## config.mk

```make
export PLATFORM = sky130hd
export DESIGN_NAME = mining_ctrl_param
export DESIGN_NICKNAME = d
export VERILOG_FILES = /design/src/rtl/mining_ctrl_param.sv
export SDC_FILE = /design/constraint.sdc
export NUM_CORES = 2
export LEC_CHECK = 0
export BUFFER_PORTS_ARGS = -buffer_cell sky130_fd_sc_hd__buf_2
export CAP_MARGIN = 25
export CORE_AREA = 2 2 566 568
export CTS_CLUSTER_DIAMETER = 200
export CTS_CLUSTER_SIZE = 24
export DETAILED_ROUTE_END_ITERATION = 12
export DIE_AREA = 0 0 568 570
export HOLD_SLACK_MARGIN = 0.02
export PLACE_DENSITY = 0.3
export SETUP_SLACK_MARGIN = 0.15
export SLEW_MARGIN = 5
export SYNTH_ARGS = -nofsm -noshare
export SYNTH_HDL_FRONTEND = slang
export SYNTH_SLANG_ARGS = --single-unit
```

## constraint.sdc

```tcl
create_clock -name clock -period 5.9 [get_ports clock]
set_clock_uncertainty 0.2 [all_clocks]
set_input_delay 1.18 -clock clock [delete_from_list [all_inputs] [get_ports clock]]
set_output_delay 1.18 -clock clock [all_outputs]
set_load 0.05 [all_outputs]
```

## src/rtl/mining_ctrl_param.sv

```systemverilog
// Nonce-search controller: streams message chunks to a hash core,
// patches the nonce into the last chunk and checks leading-zero difficulty.
module mining_ctrl_param #(
  parameter int CHUNK_W   = 512,
  parameter int ADDR_W    = 16,
  parameter int NONCE_W   = 32,
  parameter int HASH_W    = 256,
  parameter int NONCE_POS = 511,
  parameter int DIFF_W    = 9
) (
  input  logic               clock,
  input  logic               reset,
  input  logic               start,
  input  logic               abort,
  input  logic [NONCE_W-1:0] nonce_start,
  input  logic [NONCE_W-1:0] nonce_end,
  input  logic [ADDR_W-1:0]  n_chunks,
  input  logic [DIFF_W-1:0]  difficulty,
  input  logic [CHUNK_W-1:0] mem_rd_data,
  input  logic               chunk_ready,
  input  logic [HASH_W-1:0]  hash_in,
  input  logic               hash_valid,
  output logic [ADDR_W-1:0]  mem_addr,
  output logic               mem_rd_n,
  output logic [CHUNK_W-1:0] chunk_out,
  output logic               chunk_valid,
  output logic               chunk_last,
  output logic               busy,
  output logic               found,
  output logic               exhausted,
  output logic               done,
  output logic [NONCE_W-1:0] nonce_out,
  output logic [2:0]         state
);

  localparam logic [2:0] S_IDLE   = 3'd0;
  localparam logic [2:0] S_FETCH  = 3'd1;
  localparam logic [2:0] S_LOAD   = 3'd2;
  localparam logic [2:0] S_ISSUE  = 3'd3;
  localparam logic [2:0] S_WAIT   = 3'd4;
  localparam logic [2:0] S_CHECK  = 3'd5;
  localparam logic [2:0] S_FINISH = 3'd6;

  logic [2:0]         state_q, state_d;
  logic [ADDR_W-1:0]  idx_q, idx_d;
  logic [ADDR_W-1:0]  nch_q, nch_d;
  logic [ADDR_W-1:0]  addr_q, addr_d;
  logic [NONCE_W-1:0] nonce_q, nonce_d;
  logic [NONCE_W-1:0] nend_q, nend_d;
  logic [DIFF_W-1:0]  diff_q, diff_d;
  logic [HASH_W-1:0]  hash_q, hash_d;
  logic [CHUNK_W-1:0] chunk_q, chunk_d;
  logic               rd_n_q, rd_n_d;
  logic               cvalid_q, cvalid_d;
  logic               clast_q, clast_d;
  logic               found_q, found_d;
  logic               exh_q, exh_d;
  logic               done_q, done_d;

  logic               is_last;
  logic               hit;
  logic [31:0]        diff_ext;

  assign is_last  = (idx_q == nch_q - ADDR_W'(1));
  assign diff_ext = 32'(diff_q);

  // Hit when the top diff_q hash bits are zero; diff >= HASH_W needs all zero.
  always_comb begin
    hit = 1'b1;
    for (int i = 0; i < HASH_W; i++) begin
      if (($unsigned(i) < diff_ext) && hash_q[HASH_W-1-i]) begin
        hit = 1'b0;
      end
    end
  end

  // Next-state logic for the search FSM and its datapath registers.
  always_comb begin
    state_d  = state_q;
    idx_d    = idx_q;
    nch_d    = nch_q;
    addr_d   = addr_q;
    nonce_d  = nonce_q;
    nend_d   = nend_q;
    diff_d   = diff_q;
    hash_d   = hash_q;
    chunk_d  = chunk_q;
    rd_n_d   = rd_n_q;
    cvalid_d = cvalid_q;
    clast_d  = clast_q;
    found_d  = 1'b0;
    exh_d    = 1'b0;
    done_d   = 1'b0;

    case (state_q)
      S_IDLE: begin
        if (start) begin
          nend_d  = nonce_end;
          diff_d  = difficulty;
          nch_d   = (n_chunks == '0) ? ADDR_W'(1) : n_chunks;
          nonce_d = nonce_start;
          idx_d   = '0;
          if (nonce_start > nonce_end) begin
            exh_d   = 1'b1;
            done_d  = 1'b1;
            state_d = S_FINISH;
          end else begin
            addr_d  = '0;
            rd_n_d  = 1'b0;
            state_d = S_FETCH;
          end
        end
      end
      S_FETCH: begin
        rd_n_d  = 1'b1;
        state_d = S_LOAD;
      end
      S_LOAD: begin
        chunk_d = mem_rd_data;
        if (is_last) begin
          chunk_d[NONCE_POS -: NONCE_W] = nonce_q;
        end
        cvalid_d = 1'b1;
        clast_d  = is_last;
        state_d  = S_ISSUE;
      end
      S_ISSUE: begin
        if (chunk_ready) begin
          cvalid_d = 1'b0;
          clast_d  = 1'b0;
          if (clast_q) begin
            state_d = S_WAIT;
          end else begin
            idx_d   = idx_q + ADDR_W'(1);
            addr_d  = idx_q + ADDR_W'(1);
            rd_n_d  = 1'b0;
            state_d = S_FETCH;
          end
        end
      end
      S_WAIT: begin
        if (hash_valid) begin
          hash_d  = hash_in;
          state_d = S_CHECK;
        end
      end
      S_CHECK: begin
        if (hit) begin
          found_d = 1'b1;
          done_d  = 1'b1;
          state_d = S_FINISH;
        end else if (nonce_q == nend_q) begin
          exh_d   = 1'b1;
          done_d  = 1'b1;
          state_d = S_FINISH;
        end else begin
          nonce_d = nonce_q + NONCE_W'(1);
          idx_d   = '0;
          addr_d  = '0;
          rd_n_d  = 1'b0;
          state_d = S_FETCH;
        end
      end
      S_FINISH: begin
        state_d = S_IDLE;
      end
      default: begin
        state_d = S_IDLE;
      end
    endcase

    if (abort && (state_q != S_IDLE)) begin
      state_d  = S_IDLE;
      cvalid_d = 1'b0;
      clast_d  = 1'b0;
      rd_n_d   = 1'b1;
      found_d  = 1'b0;
      exh_d    = 1'b0;
      done_d   = 1'b0;
    end
  end

  // State and datapath registers with asynchronous active-low reset.
  always_ff @(posedge clock or negedge reset) begin
    if (!reset) begin
      state_q  <= S_IDLE;
      idx_q    <= '0;
      nch_q    <= '0;
      addr_q   <= '0;
      nonce_q  <= '0;
      nend_q   <= '0;
      diff_q   <= '0;
      hash_q   <= '0;
      chunk_q  <= '0;
      rd_n_q   <= 1'b1;
      cvalid_q <= 1'b0;
      clast_q  <= 1'b0;
      found_q  <= 1'b0;
      exh_q    <= 1'b0;
      done_q   <= 1'b0;
    end else begin
      state_q  <= state_d;
      idx_q    <= idx_d;
      nch_q    <= nch_d;
      addr_q   <= addr_d;
      nonce_q  <= nonce_d;
      nend_q   <= nend_d;
      diff_q   <= diff_d;
      hash_q   <= hash_d;
      chunk_q  <= chunk_d;
      rd_n_q   <= rd_n_d;
      cvalid_q <= cvalid_d;
      clast_q  <= clast_d;
      found_q  <= found_d;
      exh_q    <= exh_d;
      done_q   <= done_d;
    end
  end

  assign state       = state_q;
  assign busy        = (state_q != S_IDLE);
  assign mem_addr    = addr_q;
  assign mem_rd_n    = rd_n_q;
  assign chunk_out   = chunk_q;
  assign chunk_valid = cvalid_q;
  assign chunk_last  = clast_q;
  assign found       = found_q;
  assign exhausted   = exh_q;
  assign done        = done_q;
  assign nonce_out   = nonce_q;

endmodule

```

# Word level (Yosys, flattened, before mapping)
# Cells that the tools add are included.
# W data, S select, Z words.
totals:
  register_bits: 898
  inputBits: 863
  output_inout_bits: 570
  wordCells: 872
classes:
  n_addsub: 3
  magnitude_cmp: 257
  n_eq_ne: 20
  n_mux: 305
  n_reduce_logical: 272
op_table:
  columns: ["op", "n"]
  rows:
  - ["$lt A8 B9 Y1 const A", 128]
  - ["$lt A7 B9 Y1 const A", 64]
  - ["$lt A6 B9 Y1 const A", 32]
  - ["$mux W1", 276]
  - ["$logic_and A1 B1 Y1", 257]
  - ["$lt A5 B9 Y1 const A", 16]
  - ["$mux W16", 8]
  - ["$mux W32", 4]
  - ["$pmux W16 S3", 2]
  - ["$lt A4 B9 Y1 const A", 8]
  - ["$pmux W32 S2", 1]
  - ["$lt A3 B9 Y1 const A", 4]
  - ["$add A32 B1 Y32 const B", 1]
  - ["$eq A32 B32 Y1", 1]
  - ["$gt A32 B32 Y1", 1]
  - ["$mux W3", 8]
  - ["$ne A3 B3 Y1 const B", 7]
  - ["$lt A1 B9 Y1 const A", 2]
  - ["$lt A2 B9 Y1 const A", 2]
  - ["$pmux W3 S6", 1]
  - ["$add A16 B1 Y16 const B", 1]
  - ["$eq A16 B16 Y1", 1]
  - ["$logic_not A16 Y1", 1]
  - ["$sub A16 B1 Y16 const B", 1]
  - ["15 further kinds", 30]

# Depth between registers and ports, before layout
depth:
  depth_word: 261
  depth_mapped: 16
  mapped_depth_nobuf: 11

# Least setup slack after synthesis
# OpenSTA, ideal clock, no wires.
synth_path:
  path_type: "register to register"
  startpoint: "register diff_q[8]"
  endpoint: "register nonce_q[6] (netlist: nonce_out[6])"
  setup_time_ps: 126
  t_arrival_ps: 3841
  t_required_ps: 5574
  path_slack_ps: 1733
  stages_incl_launch_ff: 12
  n_path_buf: 3
  period_less_slack_ps: 4167
  path_cell_list: "dfrtp_1 -> or4b_1 -> clkbuf_1 -> o31a_1 -> o221a_1 -> a2111o_1 -> or4_1 -> or4_1 -> or4_1 -> buf_2 -> buf_2 -> a221o_1"
synth_between:
  elab_chain_len: 260
  elab_cells_between_ends: 770
  cone_classes: "order compare: 256; eq/ne: 1; mux: 256; reduce/logical: 257"
synth_rtl:
  columns: ["element", "line", "text"]
  rows:
  - ["from (decl)", "50", "logic [DIFF_W-1:0] diff_q, diff_d;"]
  - ["from (signal assigned)", "208", "diff_q <= diff_d;"]
  - ["$lt A1 B9 Y1", "71", "if (($unsigned(i) < diff_ext) && hash_q[HASH_W-1-i]) begin"]
  - ["$logic_and A1 B1 Y1", "71", null]
  - ["$mux W1 (255 in series)", "71", null]
  - ["$mux W1 (*)", "71", null]
  - ["$ne A2 B2 Y1 (no line) (*)", null, null]
  - ["$reduce_and A4 Y1 (no line) (*)", null, null]
  - ["to (signal assigned)", "206", "nonce_q <= nonce_d;"]
  - ["to (decl)", "48", "logic [NONCE_W-1:0] nonce_q, nonce_d;"]
# Mark *: on every way between the ends. The rest lies on a longest branch, timed or not.
# A chain may end at the register's enable or synchronous reset.

# Final worst setup path
layout_path:
  startpoint: "register diff_q[4]"
  endpoint: "register nonce_q[21] (netlist: nonce_out[21])"
# Same word-level chain as after synthesis.

==> results.cfg <==
[status]
status = finished clean

[floorplan]
die_y_um = 570
rows = 207
die_w_um = 568
core_area_um2 = 317300
die_area_um2 = 323800
io_pins = 1433
initial_core_util_pct = 12.79

[placed_design]
hpwl_um = 274300
post-place-cells = 8858
gp_congestion = 0.9442
port_buffers = 1432
dpl_cell_area_um2 = 53290

[global_routing]
grt_max_degree = 142
gr-total-overflow = 0
grt_use_met1_pct = 22.91
grt_pass1_vias = 35990
grt.met2_usage_pct = 33.63
grt_pass1_wl_um = 409000
top_usage_layer = met2
antenna_found_initial = 243
globalRouteMet3Util_pct = 6.443
grt_usage_pct = 19.39

[critical_path]
cp_max_fo = 33
critical_path_class = reg2reg
r2r_setup_slack_ns = 0.68
cp.arrival_ns = 5.63
critPathSlowestCell = nor3_1
reg2reg_to = nonce_out[21]$_DFFE_PN0P_
critPathRequiredTime_ns = 6.31
r2r_cells = 11
r2r-start = diff_q[4]$_DFFE_PN0P_
critical_path.startpoint_type = flop
cp-end-kind = flop
cp_slowest_stage_delay_ns = 0.69
path_cells = buf_4, nor3_1, a31oi_1, or3_1, nor4_1, nand4_1, or4_1, or4_1, buf_12, a311o_1, and3_1
crit_top_cell = or4_1

[cells_and_area]
final_area_um2 = 54810
fin_cells = 9007
syn_to_final_growth_pct = 35.12
drive_above_1_share_pct = 50.09
layout.nets = 5624
final_util_pct = 17.28

[yosys]
netlist_instances = 3362
ys_ff_latch = 898
synth-main-ff-cell = dfrtp_1
synth_nets = 4260
syn_area_per_cell_um2 = 12.07
synth_area_um2 = 40570
synth-seq-area-share_pct = 55.40
ys_async_sr_fraction_pct = 100.0
synth_edf_count = 0
ys_types = 83
synth_warnings = 0

[clock_network]
clockRootBuffer = clkbuf_16
clockBufferDepth = 3
htreeDepth = 2
postCtsSetupBuffers = 0
cts_tree = built
path_clk_slew_ns = 0.11
numCtsBuffers = 46
cts-resized-gates = 0
clk_latency_ns = 0.75
cts_hold_buffers = 0
cts_sinks = 898

[timing]
finalMaxSlewViolations = 0
rsz0062_at_grt = false
max_freq_mhz = 191.5
slew_headroom_pct = 24.80
min_period_ns = 5.222
setup_viol = 0
fin_setup_tns_ns = 0
period_share_pct = 88.51
worst_pin_slew_ns = 1.128
hold_viol = 0

[pwr]
p_total_mw = 37.73
ir_drop_uv = 399.7
p_per_area_nw_per_um2 = 688.3
power.leakage_nw = 23.92

[detailed_routing]
vias = 35360
ant_nets = 0
vias_per_cell = 3.926
drt_iter0_drc = 2602
drt_wl_total_um = 323700
drc = 0
drt-pass1-iter-count = 5
routedWlPerCell_um = 35.94

[run]
maxCapViolCount = 0

[hold_path]
hold_path.class = in2async
==> critical path: cells and delay by family, from the launching register on <==
kind,cells,cell delay [ns]
compound gates,2,0.45
buf+inv,2,0.52
flops,1,0.63
simple gates,7,3.22
==> cell families after synthesis <==
kind of cell,count (synthesis),synth area share (%)
adder cells (fa/ha/maj),36,1.104
multiplexers,769,21.23
flip-flops,898,55.40
AND/OR/NAND/NOR,635,7.680
buffers and inverters,328,3.072
AO/OA/AOI/OAI,627,10.03
XOR/XNOR,69,1.490
==> final cells by class <==
cell class                 instances  area, µm²
antenna                           88      220.2
clock buffer                      53       1177
clock inverter                     8      126.4
fill                           35380     262500
inverter                          80      300.3
multi-input combinational       2136      16920
sequential                       898      22480
tap                             4180       5230
timing repair buffer            1564       8368
==> power breakdown <==
part / switching [mW] / leakage, nW / internal, mW
clock: 2.53 / 0.626 / 1.47
sequential: 2.98 / 10.8 / 9.12
combinational: 15.7 / 12.5 / 5.90
total: 21.2 / 23.9 / 16.5
==> synth_stat cells (20+ instances only) <==
master    count  area [µm²]
a21o_1       25       187.7
a21oi_1     137       685.7
a31oi_1      30       187.7
and3_1       27       168.9
clkbuf_1    234       878.3
dfrtp_1     897       22450
ha_1         35       437.9
inv_1        79       296.5
mux2_2      727        8187
mux2i_1      38       380.4
nand2_1     197       739.5
nand3_1      57       285.3
nand4_1      33       206.5
nor2_1      143       536.8
nor3_1       38       190.2
nor4_1       36       225.2
o211ai_1     31       232.7
o21ai_0     182       910.9
o22ai_1      22       137.6
or3_1        20       125.1
xor2_1       50       437.9
==> cell usage in the layout, fill, tap and decap left out, types with 13 or more instances in the layout <==
cell type and instances:
inv_1 79, a211oi_1 16, mux2_2 727, o2111ai_1 15, nor3_1 37, nand3_1 57
and3_1 27, nor2_1 141, buf_2 1431, mux2i_1 38, or4_1 15, xnor2_1 19
diode_2 88, a21o_1 25, nand4_1 33, xor2_1 50, buf_12 16, o22ai_1 22
buf_4 116, o311ai_0 14, dfrtp_1 895, nor4_1 35, ha_1 35, o221ai_1 15
o211ai_1 31, clkbuf_16 46, o21ai_0 181, nand2_1 196, o21a_1 18, o31ai_1 13
a21oi_1 137, and2_1 15, a31oi_1 30, o31a_1 18, or3_1 20
==> through the flow <==
step / worst slack, ns / hold slack (ns)
floorplan: 1.733 / 0.2560
global placement: 0.6764 / 0.2676
detailed placement: 0.7290 / 0.2647
CTS: 0.6357 / 0.2379
global route: 0.4682 / 0.2721
finish: 0.6778 / 0.2807
==> registers in the layout, summed over array words and instances, names as in the netlist, 3 cells and up <==
name       flops
nonce_out     32
hash_q       256
idx_q         16
mem_addr      16
chunk_out    512
nch_q         16
nend_q        32
diff_q         9
state          3
==> worst max-delay path by stage <==
stage	startpoint	end	slack [ns]
after floorplan	diff_q[8]$_DFFE_PN0P_	nonce_out[6]$_DFFE_PN0P_	1.73
after global placement	diff_q[7]$_DFFE_PN0P_	nonce_out[21]$_DFFE_PN0P_	0.68
after detailed placement	diff_q[4]$_DFFE_PN0P_	nonce_out[21]$_DFFE_PN0P_	0.73
after CTS	diff_q[4]$_DFFE_PN0P_	nonce_out[21]$_DFFE_PN0P_	0.64
after global routing	diff_q[7]$_DFFE_PN0P_	nonce_out[21]$_DFFE_PN0P_	0.47
final	diff_q[4]$_DFFE_PN0P_	nonce_out[21]$_DFFE_PN0P_	0.68
==> layer usage <==
| layer | up-vias | share of wire, % | routed length (µm) |
|---|---|---|---|
| li1 | 14960 | - | - |
| met5 | - | 0.057 | 186 |
| met1 | 18290 | 39 | 126700 |
| met2 | 1656 | 49 | 159100 |
| met3 | 419 | 9.1 | 29520 |
| met4 | 28 | 2.5 | 8198 |
Power figures use the tool's default switching activity.
